## src/rtl/spi_shift_engine_if.sv

```systemverilog
// Host-side interface of the SPI shift engine.
// Carries the transmit request (data, word size, SPI mode, chip select) and
// the receive result (data, valid pulse) plus the busy flag.
//   master : host that issues words and collects received data
//   slave  : the shift engine
interface spi_shift_engine_if;
    localparam int unsigned DATA_W  = 32;
    localparam int unsigned SIZE_W  = 5;
    localparam int unsigned CSSEL_W = 2;

    logic [DATA_W-1:0]  tx_data;
    logic               tx_valid;
    logic               tx_ready;
    logic [SIZE_W-1:0]  word_size;
    logic               cpol;
    logic               cpha;
    logic [CSSEL_W-1:0] cs_sel;
    logic               cs_auto;
    logic [DATA_W-1:0]  rx_data;
    logic               rx_valid;
    logic               busy;

    modport master (
        output tx_data, tx_valid, word_size, cpol, cpha, cs_sel, cs_auto,
        input  tx_ready, rx_data, rx_valid, busy
    );

    modport slave (
        input  tx_data, tx_valid, word_size, cpol, cpha, cs_sel, cs_auto,
        output tx_ready, rx_data, rx_valid, busy
    );
endinterface

```

## src/rtl/spi_shift_engine.sv

```systemverilog
// SPI master shift engine, placed right after the baud-rate divider.
// Every toggle of the divider output (baud_in) is one SCLK half-period.
// Shifts 1..32-bit words MSB-first in any CPOL/CPHA mode, samples MISO,
// returns the received word and steers the divider enable/reset/State.
// Ports:
//   clock, reset   system clock, synchronous active-high reset
//   host           request/response interface (slave modport)
//   baud_in        divider output, one toggle per SCLK half-period
//   miso           serial input
//   sclk, mosi     serial clock and data out
//   cs_n           active-low chip selects
//   div_enable     divider enable
//   div_reset      divider reset (held during the LOAD cycle)
//   state          current FSM state, wired to the divider State input
module spi_shift_engine #(
    parameter int unsigned NUM_CS = 4
) (
    input  logic                 clock,
    input  logic                 reset,
    spi_shift_engine_if.slave    host,
    input  logic                 baud_in,
    input  logic                 miso,
    output logic                 sclk,
    output logic                 mosi,
    output logic [NUM_CS-1:0]    cs_n,
    output logic                 div_enable,
    output logic                 div_reset,
    output logic [3:0]           state
);
    localparam int unsigned DATA_W  = 32;
    localparam int unsigned SIZE_W  = 5;
    localparam int unsigned CSSEL_W = 2;

    typedef enum logic [3:0] {
        ST_IDLE  = 4'hA,
        ST_LOAD  = 4'h1,
        ST_SETUP = 4'h2,
        ST_LEAD  = 4'h3,
        ST_TRAIL = 4'h4,
        ST_HOLD  = 4'h5
    } state_e;

    state_e              state_q;
    logic                baud_q;
    logic                tick;
    logic [DATA_W-1:0]   tx_sh;
    logic [DATA_W-1:0]   rx_sh;
    logic [SIZE_W-1:0]   bitcnt;
    logic                cpol_q;
    logic                cpha_q;
    logic [CSSEL_W-1:0]  cs_sel_q;
    logic                cs_auto_q;
    logic [DATA_W-1:0]   rx_data_q;
    logic                rx_valid_q;

    // One half-period elapsed whenever the divider output changed.
    assign tick = baud_in ^ baud_q;

    assign state         = 4'(state_q);
    assign host.tx_ready = (state_q == ST_IDLE) & ~reset;
    assign host.busy     = (state_q != ST_IDLE);
    assign host.rx_data  = rx_data_q;
    assign host.rx_valid = rx_valid_q;

    // Transfer sequencer.
    // SETUP burns the first tick so MOSI has a half-period of setup before
    // the first edge; LEAD/TRAIL wait for the tick that makes the leading /
    // trailing SCLK edge; HOLD burns the last tick before releasing CS.
    always_ff @(posedge clock) begin
        if (reset) begin
            state_q    <= ST_IDLE;
            sclk       <= 1'b0;
            mosi       <= 1'b0;
            cs_n       <= '1;
            rx_valid_q <= 1'b0;
            div_enable <= 1'b0;
            div_reset  <= 1'b0;
            baud_q     <= 1'b0;
            // An aborted transfer keeps the last delivered word visible.
            if (state_q == ST_IDLE) begin
                rx_data_q <= '0;
            end
        end else begin
            baud_q     <= baud_in;
            rx_valid_q <= 1'b0;

            unique case (state_q)
                ST_IDLE: begin
                    sclk <= host.cpol;
                    if (host.tx_valid) begin
                        cpol_q     <= host.cpol;
                        cpha_q     <= host.cpha;
                        cs_sel_q   <= host.cs_sel;
                        cs_auto_q  <= host.cs_auto;
                        // Left-align the word so the MSB to send sits at bit 31.
                        tx_sh      <= host.tx_data << (5'd31 - host.word_size);
                        rx_sh      <= '0;
                        bitcnt     <= host.word_size;
                        div_enable <= 1'b1;
                        div_reset  <= 1'b1;
                        state_q    <= ST_LOAD;
                    end
                end

                ST_LOAD: begin
                    // Divider output restarts from 0, so no stale tick is seen.
                    baud_q    <= 1'b0;
                    div_reset <= 1'b0;
                    if (cs_auto_q) begin
                        cs_n <= ~(NUM_CS'(1) << cs_sel_q);
                    end
                    mosi    <= tx_sh[DATA_W-1];
                    state_q <= ST_SETUP;
                end

                ST_SETUP: begin
                    if (tick) begin
                        state_q <= ST_LEAD;
                    end
                end

                ST_LEAD: begin
                    if (tick) begin
                        sclk <= ~cpol_q;
                        if (!cpha_q) begin
                            rx_sh <= {rx_sh[DATA_W-2:0], miso};
                        end else begin
                            // CPHA=1 launches the current MSB on the leading edge.
                            mosi  <= tx_sh[DATA_W-1];
                            tx_sh <= {tx_sh[DATA_W-2:0], 1'b0};
                        end
                        state_q <= ST_TRAIL;
                    end
                end

                ST_TRAIL: begin
                    if (tick) begin
                        sclk <= cpol_q;
                        if (!cpha_q) begin
                            mosi  <= tx_sh[DATA_W-2];
                            tx_sh <= {tx_sh[DATA_W-2:0], 1'b0};
                        end else begin
                            rx_sh <= {rx_sh[DATA_W-2:0], miso};
                        end
                        if (bitcnt == '0) begin
                            state_q <= ST_HOLD;
                        end else begin
                            bitcnt  <= bitcnt - SIZE_W'(1);
                            state_q <= ST_LEAD;
                        end
                    end
                end

                ST_HOLD: begin
                    if (tick) begin
                        cs_n       <= '1;
                        div_enable <= 1'b0;
                        rx_data_q  <= rx_sh;
                        rx_valid_q <= 1'b1;
                        mosi       <= 1'b0;
                        state_q    <= ST_IDLE;
                    end
                end

                default: begin
                    state_q <= ST_IDLE;
                end
            endcase
        end
    end
endmodule
```

## src/flat_wrapper.sv

```systemverilog
// flat-port wrapper written by rule: the top's interface ports become plain ports
module spi_shift_engine_flat 
#(
    parameter int unsigned NUM_CS = 4
)
  (clock, reset, baud_in, miso, sclk, mosi, cs_n, div_enable, div_reset, state, host_tx_data, host_tx_valid, host_word_size, host_cpol, host_cpha, host_cs_sel, host_cs_auto, host_tx_ready, host_rx_data, host_rx_valid, host_busy);
  spi_shift_engine_if host_i ();
  input  logic clock;
  input  logic reset;
  input  logic baud_in;
  input  logic miso;
  output logic sclk;
  output logic mosi;
  output logic [NUM_CS-1:0] cs_n;
  output logic div_enable;
  output logic div_reset;
  output logic [3:0] state;
  input wire logic [$bits(host_i.tx_data)-1:0] host_tx_data;
  input wire logic [$bits(host_i.tx_valid)-1:0] host_tx_valid;
  input wire logic [$bits(host_i.word_size)-1:0] host_word_size;
  input wire logic [$bits(host_i.cpol)-1:0] host_cpol;
  input wire logic [$bits(host_i.cpha)-1:0] host_cpha;
  input wire logic [$bits(host_i.cs_sel)-1:0] host_cs_sel;
  input wire logic [$bits(host_i.cs_auto)-1:0] host_cs_auto;
  output wire logic [$bits(host_i.tx_ready)-1:0] host_tx_ready;
  output wire logic [$bits(host_i.rx_data)-1:0] host_rx_data;
  output wire logic [$bits(host_i.rx_valid)-1:0] host_rx_valid;
  output wire logic [$bits(host_i.busy)-1:0] host_busy;
  assign host_i.tx_data = host_tx_data;
  assign host_i.tx_valid = host_tx_valid;
  assign host_i.word_size = host_word_size;
  assign host_i.cpol = host_cpol;
  assign host_i.cpha = host_cpha;
  assign host_i.cs_sel = host_cs_sel;
  assign host_i.cs_auto = host_cs_auto;
  assign host_tx_ready = host_i.tx_ready;
  assign host_rx_data = host_i.rx_data;
  assign host_rx_valid = host_i.rx_valid;
  assign host_busy = host_i.busy;
  spi_shift_engine #(.NUM_CS(NUM_CS)) u_core (.clock(clock), .reset(reset), .host(host_i), .baud_in(baud_in), .miso(miso), .sclk(sclk), .mosi(mosi), .cs_n(cs_n), .div_enable(div_enable), .div_reset(div_reset), .state(state));
endmodule
```

## config.mk

```make
export PLATFORM = sky130hd
export DESIGN_NAME = spi_shift_engine_flat
export DESIGN_NICKNAME = d
export VERILOG_FILES = /design/src/rtl/spi_shift_engine_if.sv /design/src/rtl/spi_shift_engine.sv /design/src/flat_wrapper.sv
export SDC_FILE = /design/constraint.sdc
export NUM_CORES = 1
export LEC_CHECK = 0
export ABC_CLOCK_PERIOD_IN_PS = 3400
export BUFFER_PORTS_ARGS = -buffer_cell sky130_fd_sc_hd__buf_4
export CORE_UTILIZATION = 45
export DETAILED_ROUTE_END_ITERATION = 12
export PLACE_DENSITY = 0.68
export SLEW_MARGIN = 5
export SYNTH_ARGS = -nofsm -noshare
export SYNTH_HDL_FRONTEND = slang
export SYNTH_SLANG_ARGS = --single-unit
```

## constraint.sdc

```tcl
create_clock -name clock -period 3.4 [get_ports clock]
set_input_delay 0.34 -clock clock [delete_from_list [all_inputs] [get_ports clock]]
set_output_delay 0.34 -clock clock [all_outputs]
set_load 0.02 [all_outputs]
```

==> results.md, run 1 <==
* First-pass GRT wire length at 24700 um
* Status: finished, final reports clean
* Layout cells sized above 1 at 0.244
* Clock-pin slew on the worst setup and hold paths at 0.06 ns
* FILL cells at 1262
* Power Density at 536 nW/um^2
* Number of global-route vias before repair at 4633
* TritonRoute pass-1 iters at 5
* CTS sink count at 120
* Max Slew Vio Count at 0
* Slew Limit Headroom at 0.498
* Avg WL per Cell at 17.9 um
* Syn Area/Cell at 11.2 um^2
* Synth area leader: edfxtp_1
* Total gr overflow at 0
* HPWL after detailed placement at 10600 um
* Arrival @ worst endpoint at 2.80 ns
* Synthesis-stage register bit count at 120
* All-Layer GR Usage at 0.210
* Synth top area share at 0.474
* Initial antenna violation count at 0
* Bufs and invs on worst path at 0
* Root Buffer: clkbuf_16
* CP endpoint kind: register
* EDFF count, synth at 106
* Fraction of registers with async set/reset at 0
* Post-route setup TNS at 0 ns
* Largest delay share family, worst path: simple AND/OR/NAND/NOR gates
* Finish-stage setup viols at 0
* Fmax at 0.390 GHz
* Top Ports at 94
* # diodes at 0
* Vias at 5072
* Setup Crit Path Kind: register to register
* Design Area, Final at 8080 um^2
* Leak pwr at 3.03 nW
* Worst-Skew Late Latency at 0.41 ns
* Pin count of the biggest net entering global routing at 50
* CTS tree: built
* DP Cell Count at 840
* Worst-Margin Slew at 0.753 ns
* Synth Instances at 600
* Routability Congestion at 0.941
* Synth warnings at 0
* Starting Density at 0.462
* Final Hold Violating Endpoints at 0
* Crit path launch type: register
* Hold Buf Count CTS at 0
* Total CTS buffers at 17
* Mapped Area at 6720 um^2
* Slowest stage delay, CP at 0.77 ns
* Sequential-to-total area share from yosys stat at 0.515
* Max-cap violation count at 0
* Top-count cell post-synth: edfxtp_1
* Worst-path fanout max at 22
* FP Rows at 44
* Period utilization at 0.753
* Top cells by count, synth: edfxtp_1, nand2_1, nor2b_1
* RSZ-0062 raised after global routing: false
* Post-route DRC violation count at 0
* Finished Layout Cells at 872
* Worst min path class: input pin to register
* Clock Path Buffers at 2
* Worst ir drop on vdd at 308 uV
* Synth area leaders: edfxtp_1, mux2i_1, dfxtp_1
* Final ANT Viol Nets at 0
* Final WL at 15600 um
* H-tree levels at 4
* Min cycle time layout at 2.56 ns
* Clk_skew at 0.00781 ns
* WP data required at 3.64 ns
* Die area at 15400 um^2
* Chip Width at 124 um
* Vias per std cell at 5.82
* Syn nets at 648
* 1st-iter DRT viols at 651
* Die Height at 124 um
* Fin Hold WS at 0.109 ns
* Area growth syn-to-layout at 20.3%
* Core Area at 14500 um^2
* # Post-CTS Setup Buffers at 0
* Post_cts resized at 0
* IO buf count at 93
* Nets at 723
* Placed Instance Area at 7480 um^2
* Post-synth top flop: edfxtp_1
* Critical Path, Cell by Cell: or4b_1, nand2_4, nor2_1, nand2_1, o211ai_1
* Critical path's slowest cell: dfxtp_1
* Synth unique cells at 64
placed cells by master (no fill, tap or decap), drive strengths merged, types with 5 or more instances in the layout:
master  count
dfxtp      14
nand3      12
clkbuf     17
buf       100
mux4       11
a22oi       7
mux2i      37
nand2b     11
nor2b      38
a22o        6
inv        10
nand2      56
o211ai      6
a31oi       6
mux2       16
a21oi      37
and2       36
o21ai      36
clkinv      5
edfxtp    106
nor3        9
o22ai       8
nor2       27
a211oi      6
a21o        6
metrics by stage:
stage               power (mW)  worst slack [ns]   util
finish                    4.33             0.839  0.556
global route              4.49             0.597  0.556
CTS                       4.35             0.850  0.556
detailed placement        2.54             0.849  0.515
global placement          2.52             0.918  0.515
floorplan                 2.29            0.0362      -
layer usage:
metal,global-route usage,wire length (um),vias up
met3,0.0435,1020,28
met1,0.298,7100,2427
li1,-,-,2412
met2,0.317,7160,205
met5,0,0,-
met4,0.0751,316,0
report_power, final:
part           internal (mW)  switching, mW  leakage (nW)
clock network           1.15          0.662         0.281
registers               1.75         0.0605          1.13
logic                  0.288          0.417          1.63
total                   3.19           1.14          3.03
sequential cells by signal, summed over array words and instances, names as in the netlist:
name	cells
u_core.div_enable	1
u_core.div_reset	1
u_core.cpol_q	1
u_core.baud_q	1
u_core.state	4
u_core.tx_sh	32
u_core.host.rx_data	32
u_core.mosi	1
u_core.host.rx_valid	1
u_core.cs_sel_q	2
u_core.cpha_q	1
u_core.sclk	1
u_core.cs_n	4
u_core.bitcnt	5
u_core.cs_auto_q	1
u_core.rx_sh	32
final timing paths:
check | from | endpoint | slack (ns) | cells past startpoint
worst max-delay path | u_core.state[1] | u_core.tx_sh[21] | 0.84 | 5
worst min-delay path | host_cpha | u_core.cpha_q | 0.11 | 1
worst max register to register | u_core.state[1] | u_core.tx_sh[21] | 0.84 | 5
worst min register to register | u_core.sclk | u_core.sclk | 0.50 | 2
logic make-up after synthesis:
kind of cell / after synthesis / share of synthesized area
flops: 120 / 0.515
compound gates: 145 / 0.141
xor+xnor: 6 / 0.00782
fa+ha+maj: 1 / 0.00186
simple gates: 213 / 0.176
buf+inv: 51 / 0.0391
mux: 64 / 0.119
final cells by class:
class / instances / area [um^2] / share of cell area
Tap cell: 184 / 230 / 0.0285
Inverter: 7 / 26.3 / 0.00325
Clock buffer: 17 / 425 / 0.0526
Multi-Input combinational cell: 429 / 3010 / 0.372
Clock inverter: 15 / 176 / 0.0218
Timing Repair Buffer: 100 / 751 / 0.0929
Sequential cell: 120 / 3460 / 0.429
Power figures use the tool's default switching activity.
==> run 2: changes to the inputs <==
- ABC_CLOCK_PERIOD_IN_PS: 3400 -> 2100
- clock period: 3.4 -> 2.1 ns (I/O delays scaled with it)
==> run 2 against run 1 <==
Routed wire length grew 3.9%. Largest cell class unchanged. Maximum frequency grew 27%. Combinational power grew 82%.
==> results.md, run 2 (same netlist as run 1, synthesis figures left out) <==
* Period utilization at 0.958
* Layout cells sized above 1 at 0.288
* IO buf count at 93
* Post_cts resized at 0
* Worst-path fanout max at 9
* All-Layer GR Usage at 0.220
* Setup ws final at 0.0884 ns
* Arrival @ worst endpoint at 2.17 ns
* Max-cap violation count at 0
* Worst-Margin Slew at 0.627 ns
* Worst min path class: input pin to register
* Post-route DRC violation count at 0
* Pin count of the biggest net entering global routing at 53
* HPWL after detailed placement at 11500 um
* Total CTS buffers at 17
* First-pass GRT wire length at 25900 um
* Area growth syn-to-layout at 26.5%
* Final ANT Viol Nets at 0
* Clk_skew at 0.0103 ns
* FILL cells at 1212
* Final Hold Violating Endpoints at 0
* Setup Crit Path Kind: register to register
* Post-layout util at 0.585
* Final WL at 16200 um
* Worst-Skew Late Latency at 0.40 ns
* Worst ir drop on vdd at 697 uV
* Max Slew Vio Count at 0
* CTS tree: built
* Power Density at 851 nW/um^2
* Root Buffer: clkbuf_16
* Finished Layout Cells at 914
* Fin Hold WS at 0.0450 ns
* Min cycle time layout at 2.01 ns
* # diodes at 0
* Core Area at 14500 um^2
* 1st-iter DRT viols at 530
* H-tree levels at 4
* Fmax at 0.497 GHz
* Routability Congestion at 0.916
* Status: finished, final reports clean
* Commonest cells after routing, fill and taps aside: buf_4, edfxtp_1, nand2_1
* CP endpoint kind: register
* RSZ-0062 raised after global routing: false
* Leak pwr at 3.26 nW
* CTS sink count at 120
* Top Ports at 94
* FP Rows at 44
* Crit path launch type: register
* WP data required at 2.26 ns
* Clock-pin slew on the worst setup and hold paths at 0.06 ns
* DP Cell Count at 877
* Avg WL per Cell at 17.7 um
* Vias at 5226
* Vias per std cell at 5.72
* Clock Path Buffers at 2
* Number of global-route vias before repair at 4965
* Die Height at 124 um
* Most common cell after layout, fill and taps aside: buf_4
* Starting Density at 0.462
* Placement Setup Slack at -0.0482 ns
* Finish-stage setup viols at 0
* Initial antenna violation count at 0
* Nets at 765
* PnR Total Power at 7.23 mW
* Chip Width at 124 um
* Slew Limit Headroom at 0.581
* TritonRoute pass-1 iters at 5
* Total gr overflow at 0
* Die area at 15400 um^2
## run 2: cell types whose count changed in the layout (fill, tap and decap cells not counted), sizes merged
| cell | before | now |
|---|---|---|
| buf | 100 | 137 |
| dlygate4sd3 | 0 | 5 |
| clkinv | 5 | 7 |
| clkinvlp | 4 | 2 |
| bufinv | 3 | 4 |
| inv | 10 | 9 |
## run 2: power breakdown
| part | leakage (nW) | switching (mW) | internal, mW |
|---|---|---|---|
| clock | 0.301 | 1.07 | 1.99 |
| combinational | 1.84 | 0.731 | 0.545 |
| sequential | 1.13 | 0.0709 | 2.83 |
## run 2: critical path: stages, from the launching register on
cell     delay (ns)
dfxtp_2        0.34
or4b_1         0.67
nand3_4        0.22
nor2_2         0.08
a22o_1         0.18
a211o_1        0.26
## run 2: repair_timing
| item | CTS | global route |
|---|---|---|
| hold endpoints to repair | 5 | 0 |
| hold buffers | 5 | 0 |
| endpoints found under the setup margin | 0 | 0 |
| buffers inserted | 0 | 0 |
## run 2: metrics by stage
stage          area, um^2  TNS (ns)
6_report             8500         0
3_5_place_dp         7830   -0.0541
5_1_grt              8500         0
3_3_place_gp         7830         0
2_1_floorplan        6760    -10.22
4_1_cts              8500         0
## run 2: routing by layer
metal | GRT usage | vias up | share of wire
li1 | - | 2495 | -
met1 | 0.303 | 2488 | 0.46
met2 | 0.345 | 211 | 0.46
met3 | 0.0366 | 32 | 0.054
met4 | 0.0885 | 0 | 0.025
met5 | 0 | - | 0
## run 2: cell type report
class / count / area [um^2] / area share
multi-input cells: 429 / 3020 / 0.356
clock buffers: 17 / 425 / 0.0500
repair buffers: 142 / 1130 / 0.133
clock inverters: 15 / 201 / 0.0237
inverters: 7 / 26.3 / 0.00309
well taps: 184 / 230 / 0.0271
flip-flops and latches: 120 / 3470 / 0.408
## run 2: path summary, 6_finish.rpt
check                         from  cells past startpoint          endpoint  slack (ns)
hold reg to reg   u_core.div_reset                      2  u_core.div_reset        0.51
hold / removal             baud_in                      2     u_core.baud_q        0.05
setup / recovery   u_core.state[0]                      5  u_core.tx_sh[28]        0.09
setup reg to reg   u_core.state[0]                      5  u_core.tx_sh[28]        0.09
